===== config.mk =====
export PLATFORM = sky130hd
export DESIGN_NAME = noc_pipeline_link
export DESIGN_NICKNAME = d
export VERILOG_FILES = /design/src/rtl/noc_link_pkg.sv /design/src/rtl/noc_link_monitor.sv /design/src/rtl/noc_pipeline_link.sv
export SDC_FILE = /design/constraint.sdc
export NUM_CORES = 1
export LEC_CHECK = 0
export ABC_AREA = 1
export CORE_ASPECT_RATIO = 1.5
export CORE_MARGIN = 1
export CORE_UTILIZATION = 50
export CTS_BUF_LIST = sky130_fd_sc_hd__clkbuf_8
export DETAILED_ROUTE_END_ITERATION = 10
export GPL_TIMING_DRIVEN = 0
export PLACE_DENSITY = 0.89
export SKIP_LAST_GASP = 1
export SYNTH_ARGS = -nofsm -noshare
export SYNTH_HDL_FRONTEND = slang
export SYNTH_SLANG_ARGS = --single-unit

===== constraint.sdc =====
create_clock -name clk -period 3.6 [get_ports clk]
set_input_delay 0.54 -clock clk [delete_from_list [all_inputs] [get_ports clk]]
set_output_delay 0.54 -clock clk [all_outputs]
set_load 0.02 [all_outputs]

===== src/rtl/noc_link_pkg.sv =====
// Shared flit type and sizing helper for the NoC pipeline link.
// Latency: n/a (types only); backpressure: n/a.
package noc_link_pkg;

  localparam int LINK_FLIT_WIDTH = 32;
  localparam int LINK_DEST_WIDTH = 6;

  typedef struct packed {
    logic [LINK_FLIT_WIDTH-1:0] data;
    logic [LINK_DEST_WIDTH-1:0] dest;
    logic                       is_tail;
  } flit_t;

  function automatic int credit_cnt_width(input int depth);
    return $clog2(depth + 1);
  endfunction

endpackage


===== src/rtl/noc_link_monitor.sv =====
// Upstream-side observer: credit counter, wormhole dest check, sticky errors, stats.
// Latency: flags/counters update one cycle after the event; never stalls the link.
module noc_link_monitor
  import noc_link_pkg::*;
#(
  parameter int DEST_WIDTH        = LINK_DEST_WIDTH,
  parameter int FLIT_BUFFER_DEPTH = 4,
  parameter int CNT_WIDTH         = 32,
  localparam int CRD_W            = credit_cnt_width(FLIT_BUFFER_DEPTH)
) (
  input  logic                  clk,
  input  logic                  rst,
  input  logic                  send_in,
  input  logic                  is_tail_in,
  input  logic [DEST_WIDTH-1:0] dest_in,
  input  logic                  credit_in,
  input  logic                  err_clear,
  output logic [CRD_W-1:0]      credits_avail,
  output logic                  err_overrun,
  output logic                  err_credit,
  output logic                  err_dest,
  output logic [CNT_WIDTH-1:0]  flit_count,
  output logic [CNT_WIDTH-1:0]  pkt_count
);

  localparam logic [CRD_W-1:0] CRD_MAX = CRD_W'(FLIT_BUFFER_DEPTH);

  logic [CRD_W-1:0]      credits_q, credits_d;
  logic                  open_q, open_d;
  logic [DEST_WIDTH-1:0] pkt_dest_q, pkt_dest_d;
  logic                  err_overrun_q, err_overrun_d;
  logic                  err_credit_q, err_credit_d;
  logic                  err_dest_q, err_dest_d;
  logic [CNT_WIDTH-1:0]  flit_count_q, flit_count_d;
  logic [CNT_WIDTH-1:0]  pkt_count_q, pkt_count_d;
  logic                  ev_overrun, ev_credit, ev_dest;

  // Simultaneous send and credit cancel out, so only the one-sided cases can hit a bound.
  always_comb begin
    credits_d  = credits_q;
    ev_overrun = 1'b0;
    ev_credit  = 1'b0;
    if (send_in && !credit_in) begin
      if (credits_q == '0) ev_overrun = 1'b1;
      else                 credits_d  = credits_q - 1'b1;
    end else if (!send_in && credit_in) begin
      if (credits_q == CRD_MAX) ev_credit = 1'b1;
      else                      credits_d = credits_q + 1'b1;
    end
  end

  always_comb begin
    open_d     = open_q;
    pkt_dest_d = pkt_dest_q;
    ev_dest    = 1'b0;
    if (send_in) begin
      if (!open_q) begin
        if (!is_tail_in) begin
          open_d     = 1'b1;
          pkt_dest_d = dest_in;
        end
      end else begin
        ev_dest = (dest_in != pkt_dest_q);
        if (is_tail_in) open_d = 1'b0;
      end
    end
  end

  always_comb begin
    err_overrun_d = (err_overrun_q & ~err_clear) | ev_overrun;
    err_credit_d  = (err_credit_q  & ~err_clear) | ev_credit;
    err_dest_d    = (err_dest_q    & ~err_clear) | ev_dest;
    flit_count_d  = flit_count_q + CNT_WIDTH'(send_in);
    pkt_count_d   = pkt_count_q  + CNT_WIDTH'(send_in & is_tail_in);
  end

  always_ff @(posedge clk) begin
    if (rst) begin
      credits_q     <= CRD_MAX;
      open_q        <= 1'b0;
      pkt_dest_q    <= '0;
      err_overrun_q <= 1'b0;
      err_credit_q  <= 1'b0;
      err_dest_q    <= 1'b0;
      flit_count_q  <= '0;
      pkt_count_q   <= '0;
    end else begin
      credits_q     <= credits_d;
      open_q        <= open_d;
      pkt_dest_q    <= pkt_dest_d;
      err_overrun_q <= err_overrun_d;
      err_credit_q  <= err_credit_d;
      err_dest_q    <= err_dest_d;
      flit_count_q  <= flit_count_d;
      pkt_count_q   <= pkt_count_d;
    end
  end

  assign credits_avail = credits_q;
  assign err_overrun   = err_overrun_q;
  assign err_credit    = err_credit_q;
  assign err_dest      = err_dest_q;
  assign flit_count    = flit_count_q;
  assign pkt_count     = pkt_count_q;

endmodule


===== src/rtl/noc_pipeline_link.sv =====
// Credit-based flit retiming link with an observe-only upstream protocol monitor.
// Latency: NUM_PIPELINE cycles each way; no backpressure beyond the credit loop.
module noc_pipeline_link
  import noc_link_pkg::*;
#(
  parameter int NUM_PIPELINE      = 1,
  parameter int FLIT_WIDTH        = LINK_FLIT_WIDTH,
  parameter int DEST_WIDTH        = LINK_DEST_WIDTH,
  parameter int FLIT_BUFFER_DEPTH = 4,
  parameter int CNT_WIDTH         = 32
) (
  input  logic                  clk,
  input  logic                  rst,
  input  logic [FLIT_WIDTH-1:0] data_in,
  input  logic [DEST_WIDTH-1:0] dest_in,
  input  logic                  is_tail_in,
  input  logic                  send_in,
  output logic                  credit_out,
  output logic [FLIT_WIDTH-1:0] data_out,
  output logic [DEST_WIDTH-1:0] dest_out,
  output logic                  is_tail_out,
  output logic                  send_out,
  input  logic                  credit_in,
  output logic [credit_cnt_width(FLIT_BUFFER_DEPTH)-1:0] credits_avail,
  input  logic                  err_clear,
  output logic                  err_overrun,
  output logic                  err_credit,
  output logic                  err_dest,
  output logic [CNT_WIDTH-1:0]  flit_count,
  output logic [CNT_WIDTH-1:0]  pkt_count
);

  // flit_t carries fixed field widths, so the width parameters must agree with it.
  if (FLIT_WIDTH != LINK_FLIT_WIDTH || DEST_WIDTH != LINK_DEST_WIDTH) begin : g_cfg_check
    $error("noc_pipeline_link: FLIT_WIDTH/DEST_WIDTH must match noc_link_pkg::flit_t");
  end

  flit_t flit_s   [NUM_PIPELINE+1];
  logic  send_s   [NUM_PIPELINE+1];
  logic  credit_s [NUM_PIPELINE+1];

  assign flit_s[0]   = '{data: data_in, dest: dest_in, is_tail: is_tail_in};
  assign send_s[0]   = send_in;
  assign credit_s[0] = credit_in;

  for (genvar k = 0; k < NUM_PIPELINE; k++) begin : g_fwd
    flit_t flit_q, flit_d;
    logic  send_q, send_d;

    // Payload is only captured under send, so idle cycles cost no toggles.
    always_comb begin
      send_d = send_s[k];
      flit_d = send_s[k] ? flit_s[k] : flit_q;
    end

    always_ff @(posedge clk) begin
      if (rst) send_q <= 1'b0;
      else     send_q <= send_d;
    end

    always_ff @(posedge clk) begin
      flit_q <= flit_d;
    end

    assign flit_s[k+1] = flit_q;
    assign send_s[k+1] = send_q;
  end

  for (genvar k = 0; k < NUM_PIPELINE; k++) begin : g_crd
    logic credit_q, credit_d;

    always_comb begin
      credit_d = credit_s[k];
    end

    always_ff @(posedge clk) begin
      if (rst) credit_q <= 1'b0;
      else     credit_q <= credit_d;
    end

    assign credit_s[k+1] = credit_q;
  end

  assign send_out   = send_s[NUM_PIPELINE];
  assign data_out   = flit_s[NUM_PIPELINE].data;
  assign dest_out   = flit_s[NUM_PIPELINE].dest;
  assign credit_out = credit_s[NUM_PIPELINE];

  // The unreset tail register is masked by send so it reads 0 out of reset.
  if (NUM_PIPELINE == 0) begin : g_tail_wire
    assign is_tail_out = flit_s[0].is_tail;
  end else begin : g_tail_gated
    assign is_tail_out = send_s[NUM_PIPELINE] & flit_s[NUM_PIPELINE].is_tail;
  end

  noc_link_monitor #(
    .DEST_WIDTH        (DEST_WIDTH),
    .FLIT_BUFFER_DEPTH (FLIT_BUFFER_DEPTH),
    .CNT_WIDTH         (CNT_WIDTH)
  ) u_monitor (
    .clk           (clk),
    .rst           (rst),
    .send_in       (send_in),
    .is_tail_in    (is_tail_in),
    .dest_in       (dest_in),
    .credit_in     (credit_out),
    .err_clear     (err_clear),
    .credits_avail (credits_avail),
    .err_overrun   (err_overrun),
    .err_credit    (err_credit),
    .err_dest      (err_dest),
    .flit_count    (flit_count),
    .pkt_count     (pkt_count)
  );

endmodule


==> metrics, run 1 <==
f_max=0.4108 GHz; via count=5147; drt via density=roughly 4.9; Hold Path Origin=rst; Clk pwr share=0.408; Post-CTS Repair Setup Buffers=0; TritonCTS Sinks=roughly 120; FF-to-FF Start=u_monitor.pkt_count[0]; Die Ht=around 130 um; Layout Cell Area excl Fill=0.007721 mm2; routed len/inst=approximately 14 um; largest cells by area after synthesis=dfxtp_1 (28%), edfxtp_1 (21%), nand2_1 (12%); top cells by count, synth=nand2_1 (185), nor2_1 (110), inv_1 (84); Setup crit start kind=input port; relative slew slack=0.3726; RSZ-0062 raised after global routing=false; data required time of the worst path=around 3.9 ns; Reg power frac=0.480; DR iter-0 viols=200; post-DP HPWL=roughly 11000 um; CP top delay family=simple AND/OR/NAND/NOR gates; Final #Nets=between 900 and 1000; P&R area growth vs syn=37.68%; period utilisation layout=0.6762; I/O Pins=~160; Fin Clk Skew=a little over 0.009 ns; slowest cell delay on critical path=around 0.71 ns; CP Buf/Inv Count=2; VDD IR max=~0.23 mV; DRT Pass-1 Iters=6; WS Path Type=in -> reg; Worst-path clk slew=approximately 0.08 ns; Root Buffer Master=clkbuf_8; Pint=between 2000 and 2500 uW; Crit Reg-Reg Endpoint=u_monitor.pkt_count[26]; final antenna-violating net count=0; CP cell instances=buf_2 -> nand2_1 -> inv_1 -> ha_1 -> ha_1 -> nand2_1 -> nor2_4 -> nand3_1 -> nor2_2 -> nand3_1 -> nand2_1 -> nor2_1; CTS Buf Count=17; Worst Hold Depth=3; count of final setup violators=0; post-placement setup slack=approximately 0.75 ns; final wirelength=~14000 um; async set-reset flop share out of synthesis=0; layout cells sized above 1=0.1203; top cell type's share of synthesized area=0.2820; Tot Pwr=just over 3000 uW; RD Place Congestion=roughly 0.94; GR Util All Layers=0.2560; Tmin final=2.434 ns; Post-Syn Nets=approximately 770; worst path arrival time=between 2 and 3 ns; most used cell, CP=nand2_1; Clk Latency, worst-skew pair=roughly 0.44 ns; EDFF count, synth=39; # resized after CTS=0; Final Worst Setup Slack=between 1 and 1.5 ns; post-synth top area cell=dfxtp_1; Syn Area/Cell=approximately 7.8 um2; antenna violations before repair=0; max cap viols=0; Net Sw Frac=0.2591; sequential share of the synthesized area=0.4909; die area=between 0.01 and 0.015 mm2; Core Util, Final=0.7021; Pleak=about 0.0028 uW; Yosys warning count=0; Worst path slowest cell=buf_2; number of remaining DRC errors=0; status=completed; number of global-route vias before repair=4890; #FFs+latches synth=118; port bufs=between 150 and 200; top-count cell post-synth=nand2_1; total grt overflow=0; CP Capture Type=register; Die X=a little under 90 um; final hold vios=0; Netlist cell types=28; Row Count=47; R2R Setup Slk=~1.9 ns; # hold bufs at CTS=0; hold crit path type=in -> reg; pin count of the biggest net entering global routing=46; Worst Reg2Reg Path Length in Cells=9; Placeable Area=roughly 0.011 mm2; CTS H-tree depth=4; measured slew at the worst slew-check pin=around 0.94 ns; Power Dens Cells=391.2 mW/mm2; Gate Count Post-Synth=roughly 700; Logic pwr share=0.112; Final Non-Filler Cells=1053; Crit. Startpoint=send_in; switching power=782.5 uW; Ant. Diodes=0; TritonCTS clock tree=built; Syn Std Cell Area=approximately 0.0056 mm2; worst hold path endpoint=u_monitor.pkt_count[12]; crit-path max FO=between 40 and 50; Initial Util=0.5100; Clock Path Buffers=2; dpl cell area=~0.0073 mm2; Post-Place Cells=around 1000; Main synth FF type=dfxtp_1; first-pass GRT wire length=~23000 um; Max Slew Vio Count=0
-- layout make-up --
type	count	area (um2)
clock buffer	17	234.0
timing repair buffer	153	1526
inverter	85	319.1
multi-input combinational	471	2213
buffer	47	322.8
fill	832	3276
sequential	118	2753
clock inverter	15	168.9
tap	147	183.9
-- how the worst max path moves through the flow --
stage / to / slack [ns] / cells after the start
6_report: u_monitor.pkt_count[26] / 1.17 / 12
3_5_place_dp: u_monitor.pkt_count[26] / 0.75 / 12
4_1_cts: u_monitor.pkt_count[26] / 1.20 / 12
2_1_floorplan: u_monitor.pkt_count[26] / 1.82 / 11
5_1_grt: u_monitor.pkt_count[26] / 0.93 / 12
3_3_place_gp: u_monitor.pkt_count[26] / -0.29 / 12
-- cells in the final DEF (no fill, tap or decap), types with 2 or more instances in the layout --
| master | synthesis | routed |
|---|---|---|
| nand2_1 | 185 | 185 |
| clkdlybuf4s50_1 | 0 | 152 |
| nor2_1 | 110 | 110 |
| inv_1 | 84 | 84 |
| dfxtp_1 | 79 | 79 |
| a21oi_1 | 52 | 52 |
| edfxtp_1 | 39 | 39 |
| buf_4 | 38 | 38 |
| nand3_1 | 37 | 37 |
| o21ai_0 | 22 | 22 |
| clkbuf_8 | 0 | 17 |
| nor2_2 | 13 | 13 |
| nor2_4 | 12 | 12 |
| nand2_2 | 8 | 8 |
| clkbuf_1 | 6 | 6 |
| xor2_1 | 6 | 6 |
| inv_6 | 0 | 6 |
| xnor2_1 | 5 | 5 |
| ha_1 | 5 | 5 |
| buf_2 | 3 | 4 |
| o21a_1 | 4 | 4 |
| nor3_1 | 3 | 3 |
| clkinvlp_4 | 0 | 3 |
| nand4_1 | 2 | 2 |
| clkinv_4 | 0 | 2 |
| bufinv_16 | 0 | 2 |
-- tightest hold or removal path, stage by stage --
cell,delay (ns)
buf_2,0.16
a21oi_1,0.06
o21a_1,0.09
-- per-stage QoR --
stage	hold WS (ns)	TNS, ns
4_1_cts	0.4349	0
6_report	0.4501	0
5_1_grt	0.4687	0
3_3_place_gp	0.4519	-3.035
3_5_place_dp	0.4591	0
2_1_floorplan	0.4437	0
-- flip-flops by register name, summed over array words and instances (netlist names) --
name,count
u_monitor.flit_count,32
dest_out,6
flit_s,1
u_monitor.pkt_dest_q,6
credit_out,1
send_out,1
u_monitor.open_q,1
u_monitor.credits_avail,3
data_out,32
u_monitor.err_overrun,1
u_monitor.err_credit,1
u_monitor.pkt_count,32
u_monitor.err_dest,1
-- power groups by stage --
stage / clock [uW] / combinational, uW / sequential [uW]
after CTS: 1250 / 340 / 1450
after detailed placement: 0 / 337 / 1480
after floorplan: 0 / 159 / 1490
final: 1230 / 338 / 1450
after global routing: 1300 / 366 / 1460
after global placement: 0 / 329 / 1480
-- kinds of logic after synthesis --
| kind of cell | count (synthesis) | share of synthesized area |
|---|---|---|
| compound gates | 80 | 0.07363 |
| xor+xnor | 11 | 0.01718 |
| fa+ha+maj | 6 | 0.01473 |
| buf+inv | 132 | 0.1145 |
| flops | 118 | 0.4909 |
| simple gates | 374 | 0.2892 |
-- metal layers --
metal,wire (um),track usage
met3,973,0.07035
met2,7619,0.4658
met4,543,0.1425
met1,5273,0.2508
met5,0,0
Power figures use the tool's default switching activity.
==> inputs of run 2 (changes only) <==
--- a/config.mk
+++ b/config.mk
@@ -8,11 +8,11 @@
 export ABC_AREA = 1
 export CORE_ASPECT_RATIO = 1.5
 export CORE_MARGIN = 1
-export CORE_UTILIZATION = 50
+export CORE_UTILIZATION = 45
 export CTS_BUF_LIST = sky130_fd_sc_hd__clkbuf_8
 export DETAILED_ROUTE_END_ITERATION = 10
 export GPL_TIMING_DRIVEN = 0
-export PLACE_DENSITY = 0.89
+export PLACE_DENSITY = 0.85
 export SKIP_LAST_GASP = 1
 export SYNTH_ARGS = -nofsm -noshare
 export SYNTH_HDL_FRONTEND = slang
==> constraint.sdc (replaced) <==
create_clock -name clk -period 2 [get_ports clk]
set_input_delay 0.3 -clock clk [delete_from_list [all_inputs] [get_ports clk]]
set_output_delay 0.3 -clock clk [all_outputs]
set_load 0.02 [all_outputs]
==> run 2 against run 1 <==
Net effect: combinational power is 80% higher; flip-flop and latch count stayed put; wire length is 1.7% lower; count of clock-buffer cells in the layout stayed put; non-clock buffer count is 2 higher; sequential share of layout area is 0.24 points lower; worst hold slack worse by 0.21 ns; via count is 0.49% lower; die area is 11% higher; sequential power is 80% higher; worst setup slack worse by 1.1 ns.
==> metrics, run 2 (synthesis gave the netlist of run 1 again) <==
P&R area growth vs syn=38.60%; # hold bufs at CTS=0; final wirelength=14160 um; post-placement setup slack=-0.6030 ns; total grt overflow=0; routed len/inst=roughly 13 um; hold crit path type=in -> reg; Setup crit start kind=input port; Final #Nets=roughly 950; commonest non-fill, non-tap cells in the layout=nand2_1 (185), clkdlybuf4s50_1 (152), nor2_1 (110), inv_1 (84), dfxtp_1 (79); Final Worst Setup Slack=roughly 0.11 ns; via count=5122; f_max=between 0.5 and 0.6 GHz; final antenna-violating net count=0; CP Capture Type=register; worst path arrival time=2.22 ns; Max Slew Vio Count=0; Tmin final=around 1.9 ns; Placeable Area=about 0.012 mm2; layout cells sized above 1=0.1233; Tot Pwr=5475 uW; Worst Hold Depth=3; final hold vios=0; CTS Buf Count=17; die area=around 0.013 mm2; I/O Pins=around 160; crit-path max FO=5; WS Path Type=in -> reg; Die X=~93 um; Worst-path clk slew=around 0.070 ns; Initial Util=0.4643; worst hold path endpoint=u_monitor.pkt_count[12]; GR Util All Layers=0.2297; count of final setup violators=0; data required time of the worst path=2.33 ns; drt via density=4.828; commonest non-fill, non-tap cell in the layout=nand2_1; post-DP HPWL=approximately 11000 um; VDD IR max=slightly below 0.4 mV; Crit Reg-Reg Endpoint=u_monitor.pkt_count[20]; DR iter-0 viols=230; number of global-route vias before repair=just under 5000; number of remaining DRC errors=0; relative slew slack=0.5657; first-pass GRT wire length=22890 um; CTS H-tree depth=4; antenna violations before repair=0; measured slew at the worst slew-check pin=around 0.65 ns; period utilisation layout=0.9456; R2R Setup Slk=roughly 0.32 ns; max cap viols=0; Power Dens Cells=just over 700 mW/mm2; Clk Latency, worst-skew pair=approximately 0.43 ns; port bufs=roughly 150; Fin Clk Skew=0.01362 ns; FF-to-FF Start=u_monitor.pkt_count[0]; Worst Reg2Reg Path Length in Cells=9; Filler Cells Inserted=approximately 1000; Ant. Diodes=0; Hold Path Origin=rst; DRT Pass-1 Iters=7; status=completed; total negative setup slack=0 ns; Pleak=roughly 0.0029 uW; RD Place Congestion=between 0.8 and 0.9; TritonCTS clock tree=built; Clock Path Buffers=2; Root Buffer Master=clkbuf_8; Row Count=49; pin count of the biggest net entering global routing=46; TritonCTS Sinks=about 120; Die Ht=roughly 140 um
-- run 2: area by class of cell --
class / count / area [um2] / area share
flip-flops and latches: 118 / 2753 / 0.3542
multi-input cells: 471 / 2223 / 0.2861
repair buffers: 155 / 1548 / 0.1991
plain buffers: 47 / 322.8 / 0.04153
inverters: 85 / 319.1 / 0.04105
clock buffers: 17 / 234.0 / 0.03010
well taps: 153 / 191.4 / 0.02463
clock inverters: 15 / 181.4 / 0.02334
-- run 2: where the power goes --
group          internal, uW  leakage, uW  switching [uW]
Clock                  1240     0.000212            1020
Sequential             2570      0.00102            39.1
Combinational           322      0.00164             286
Total                  4130      0.00287            1340
-- run 2: through the flow --
stage          hold slack (ns)    util  cell area, um2  cells
2_1_floorplan           0.3989       -            5608    721
3_3_place_gp            0.4502  0.6070            7331   1027
3_5_place_dp            0.4581  0.6065            7326   1027
4_1_cts                 0.2331  0.6411            7744   1059
5_1_grt                 0.2350  0.6435            7772   1061
6_report                0.2371  0.6435            7772   1061
-- run 2: timing repair --
item / 4_1_cts / 5_1_grt
setup buffers: 0 / 2
resized for setup: 1 / 4
pin swaps: 0 / 2
endpoints found under the setup margin: 11 / 3
-- run 2: per-layer routing --
metal | track usage | wire (um)
met1 | 0.2341 | 5242
met2 | 0.4207 | 7578
met3 | 0.05921 | 856
met4 | 0.1182 | 485
met5 | 0 | 0
-- run 2: worst max-delay path by stage --
stage / end / slack [ns] / cells after the start / startpoint
detailed placement: u_monitor.pkt_count[26] / -0.60 / 12 / send_in
global route: u_monitor.pkt_count[20] / -0.004 / 13 / is_tail_in
global placement: u_monitor.pkt_count[26] / -1.64 / 12 / send_in
CTS: u_monitor.pkt_count[26] / 0.1 / 12 / is_tail_in
finish: u_monitor.pkt_count[20] / 0.11 / 12 / is_tail_in
floorplan: u_monitor.pkt_count[26] / 0.38 / 9 / u_monitor.pkt_count[0]
-- run 2: critical path: stages --
cell	delay (ns)
clkdlybuf4s50_1	0.52
nand2_1	0.08
inv_2	0.10
ha_1	0.17
ha_1	0.17
nand2_1	0.11
nor2_4	0.20
nand2_2	0.12
nor2_4	0.16
nand2_1	0.12
nor2_1	0.11
nor2_1	0.05
==> inputs of run 3 (changes only) <==
--- a/config.mk
+++ b/config.mk
@@ -10,6 +10,7 @@
 export CORE_MARGIN = 1
 export CORE_UTILIZATION = 45
 export CTS_BUF_LIST = sky130_fd_sc_hd__clkbuf_8
+export CTS_CLUSTER_SIZE = 20
 export DETAILED_ROUTE_END_ITERATION = 10
 export GPL_TIMING_DRIVEN = 0
 export PLACE_DENSITY = 0.85
==> constraint.sdc (replaced) <==
create_clock -name clk -period 2 [get_ports clk]
set_input_delay 0.3 -clock clk [delete_from_list [all_inputs] [get_ports clk]]
set_output_delay 0.3 -clock clk [all_outputs]
set_load 0.005 [all_outputs]
==> results of run 3 <==
The final DEF is identical to that of run 2. Status: completed.
Main changes from that run: total power 5475 uW -> 5381 uW; worst IR drop on VDD 0.3968 mV -> 0.3963 mV
==> edit: new RTL, settings of run 2 <==
`FLIT_BUFFER_DEPTH` is set to 4 in 2 places; all go to 2.
--- a/src/rtl/noc_link_monitor.sv
+++ b/src/rtl/noc_link_monitor.sv
@@ -4,7 +4,7 @@
   import noc_link_pkg::*;
 #(
   parameter int DEST_WIDTH        = LINK_DEST_WIDTH,
-  parameter int FLIT_BUFFER_DEPTH = 4,
+  parameter int FLIT_BUFFER_DEPTH = 2,
   parameter int CNT_WIDTH         = 32,
   localparam int CRD_W            = credit_cnt_width(FLIT_BUFFER_DEPTH)
 ) (
--- a/src/rtl/noc_pipeline_link.sv
+++ b/src/rtl/noc_pipeline_link.sv
@@ -6,7 +6,7 @@
   parameter int NUM_PIPELINE      = 1,
   parameter int FLIT_WIDTH        = LINK_FLIT_WIDTH,
   parameter int DEST_WIDTH        = LINK_DEST_WIDTH,
-  parameter int FLIT_BUFFER_DEPTH = 4,
+  parameter int FLIT_BUFFER_DEPTH = 2,
   parameter int CNT_WIDTH         = 32
 ) (
   input  logic                  clk,
Interface: changed (resized credits_avail); port bits go from 155 to 154. No check against the original RTL was run, so the function may have changed too.
==> edit against run 2 <==
Wire length down 1.1%; sequential cell count is 1 lower; clock power fell by 7%; register-to-register slack improved by 20 ps; area after synthesis is 0.89% lower; setup slack better by 20 ps; total power down 3.7%; cell area is 1.4% lower.
==> edit: results <==
[pwr]
peakVddDrop_mv = 0.388
p_comb_mw = 0.575
p_seq_mw = 2.59
power.total_mw = 5.27
p_leak_nw = 2.83
power_switching_share_pct = 24.7

[placement]
gp_congestion = 0.914
place_ws_ps = -773
dp_hpwl_um = 10600
portBuffers = 152
placedCellCount = 1025

[critical_path]
cp_slowest_stage_delay_ps = 670
reg2reg_depth = 9
worstPathMaxFanout = 6
cp_slowest_cell = clkdlybuf4s50_1
cp.arrival_ps = 1570
r2r-start = u_monitor.pkt_count[0]$_SDFF_PP0_
r2r-end = u_monitor.pkt_count[18]$_SDFF_PP0_
r2r_slack_ps = 340
critPathTopFamily = buffers and inverters

[min_path]
hp-start = send_in
hold_class = in -> reg
hold-path-endpoint = send_out$_SDFF_PP0_

[final_layout]
antenna_cells = 0
layout.nets = 939
drive_gt1_share_pct = 12.0

[drt]
drtIter0Drc = 232
viasPerCell = 4.88
drt_first_pass_iters = 5
vias = 5151
routedWlPerCell_um = 13.3

[global_route]
grt_pass1_vias = 4807
grt_usage_pct = 22.5
grt_max_degree = 42
grt_pass1_wl_um = 22500
antenna_found_initial = 0

[yosys]
synth_edf_count = 39
synth_common_cells = nand2_1, nor2_1, inv_1, dfxtp_1, a21oi_1
yosys-top-cells-area = dfxtp_1, edfxtp_1, nand2_1, nor2_1, inv_1
yosysSeqAreaShare_pct = 49.2
ys.flop_type = dfxtp_1
synth_warnings = 0
syn_area_per_cell_um2 = 7.72
synthDistinctLibCells = 24
syn_nets = 769
async_flop_share_pct = 0

[cts]
cts_buffers = 17
clock_path_buffers = 2
cts_setup_buffers = 0
clkTransAtPathRegs_ps = 70
clk_latency_ps = 430
cts-root-buf = clkbuf_8
htreeDepth = 4

[timing]
fin_hold_ws_ps = 233
relSlewSlack_pct = 57.5
worst_clock_skew_ps = 8.85

[run_status]
status = finished, final reports clean
==> edit: cell families after synthesis <==
logic type	count (synthesis)	synth area share [%]
xor gates and xnor gates	12	1.89
and+or+nand+nor	375	28.9
adders and majority gates	5	1.13
AOI/OAI and AO/OA	79	7.38
buffers and inverters	132	11.6
DFF	117	49.2
==> edit: what timing repair did <==
item	CTS	global route
pin swaps	0	2
endpoints found under the setup margin	19	9
resized for setup	2	4
==> edit: worst max path at each step <==
stage                                                   from                                  to  slack (ps)
after global routing                              is_tail_in  u_monitor.pkt_count[20]$_SDFF_PP0_         -20
after global placement                               send_in  u_monitor.pkt_count[18]$_SDFF_PP0_       -1760
final                     u_monitor.pkt_count[27]$_SDFF_PP0_                       pkt_count[27]         130
after CTS                                            send_in  u_monitor.pkt_count[18]$_SDFF_PP0_         110
after floorplan                                      send_in  u_monitor.pkt_count[26]$_SDFF_PP0_         300
after detailed placement                             send_in  u_monitor.pkt_count[18]$_SDFF_PP0_        -770
==> edit: per-layer routing <==
metal	share of wire, %	vias up	GRT usage (%)
met3	7.0	49	5.23
met5	0	-	0
met2	52	221	41.4
li1	-	2568	-
met4	3.9	0	11.0
met1	37	2313	23.4
==> edit: cell type report <==
type                       count  area (um^2)
buffer                        47          323
clock buffer                  17          234
clock inverter                15          154
fill                         988         4350
inverter                      84          315
multi-input combinational    471         2190
sequential                   117         2730
tap                          153          191
timing repair buffer         152         1530
==> edit: through the flow <==
stage / TNS (ps) / utilization, % / instance area (um^2)
floorplan: 0 / - / 5560
CTS: 0 / 63.7 / 7660
global placement: -109960 / 60.5 / 7270
global route: -33.1 / 63.8 / 7660
detailed placement: -21370 / 60.5 / 7270
finish: 0 / 63.8 / 7660
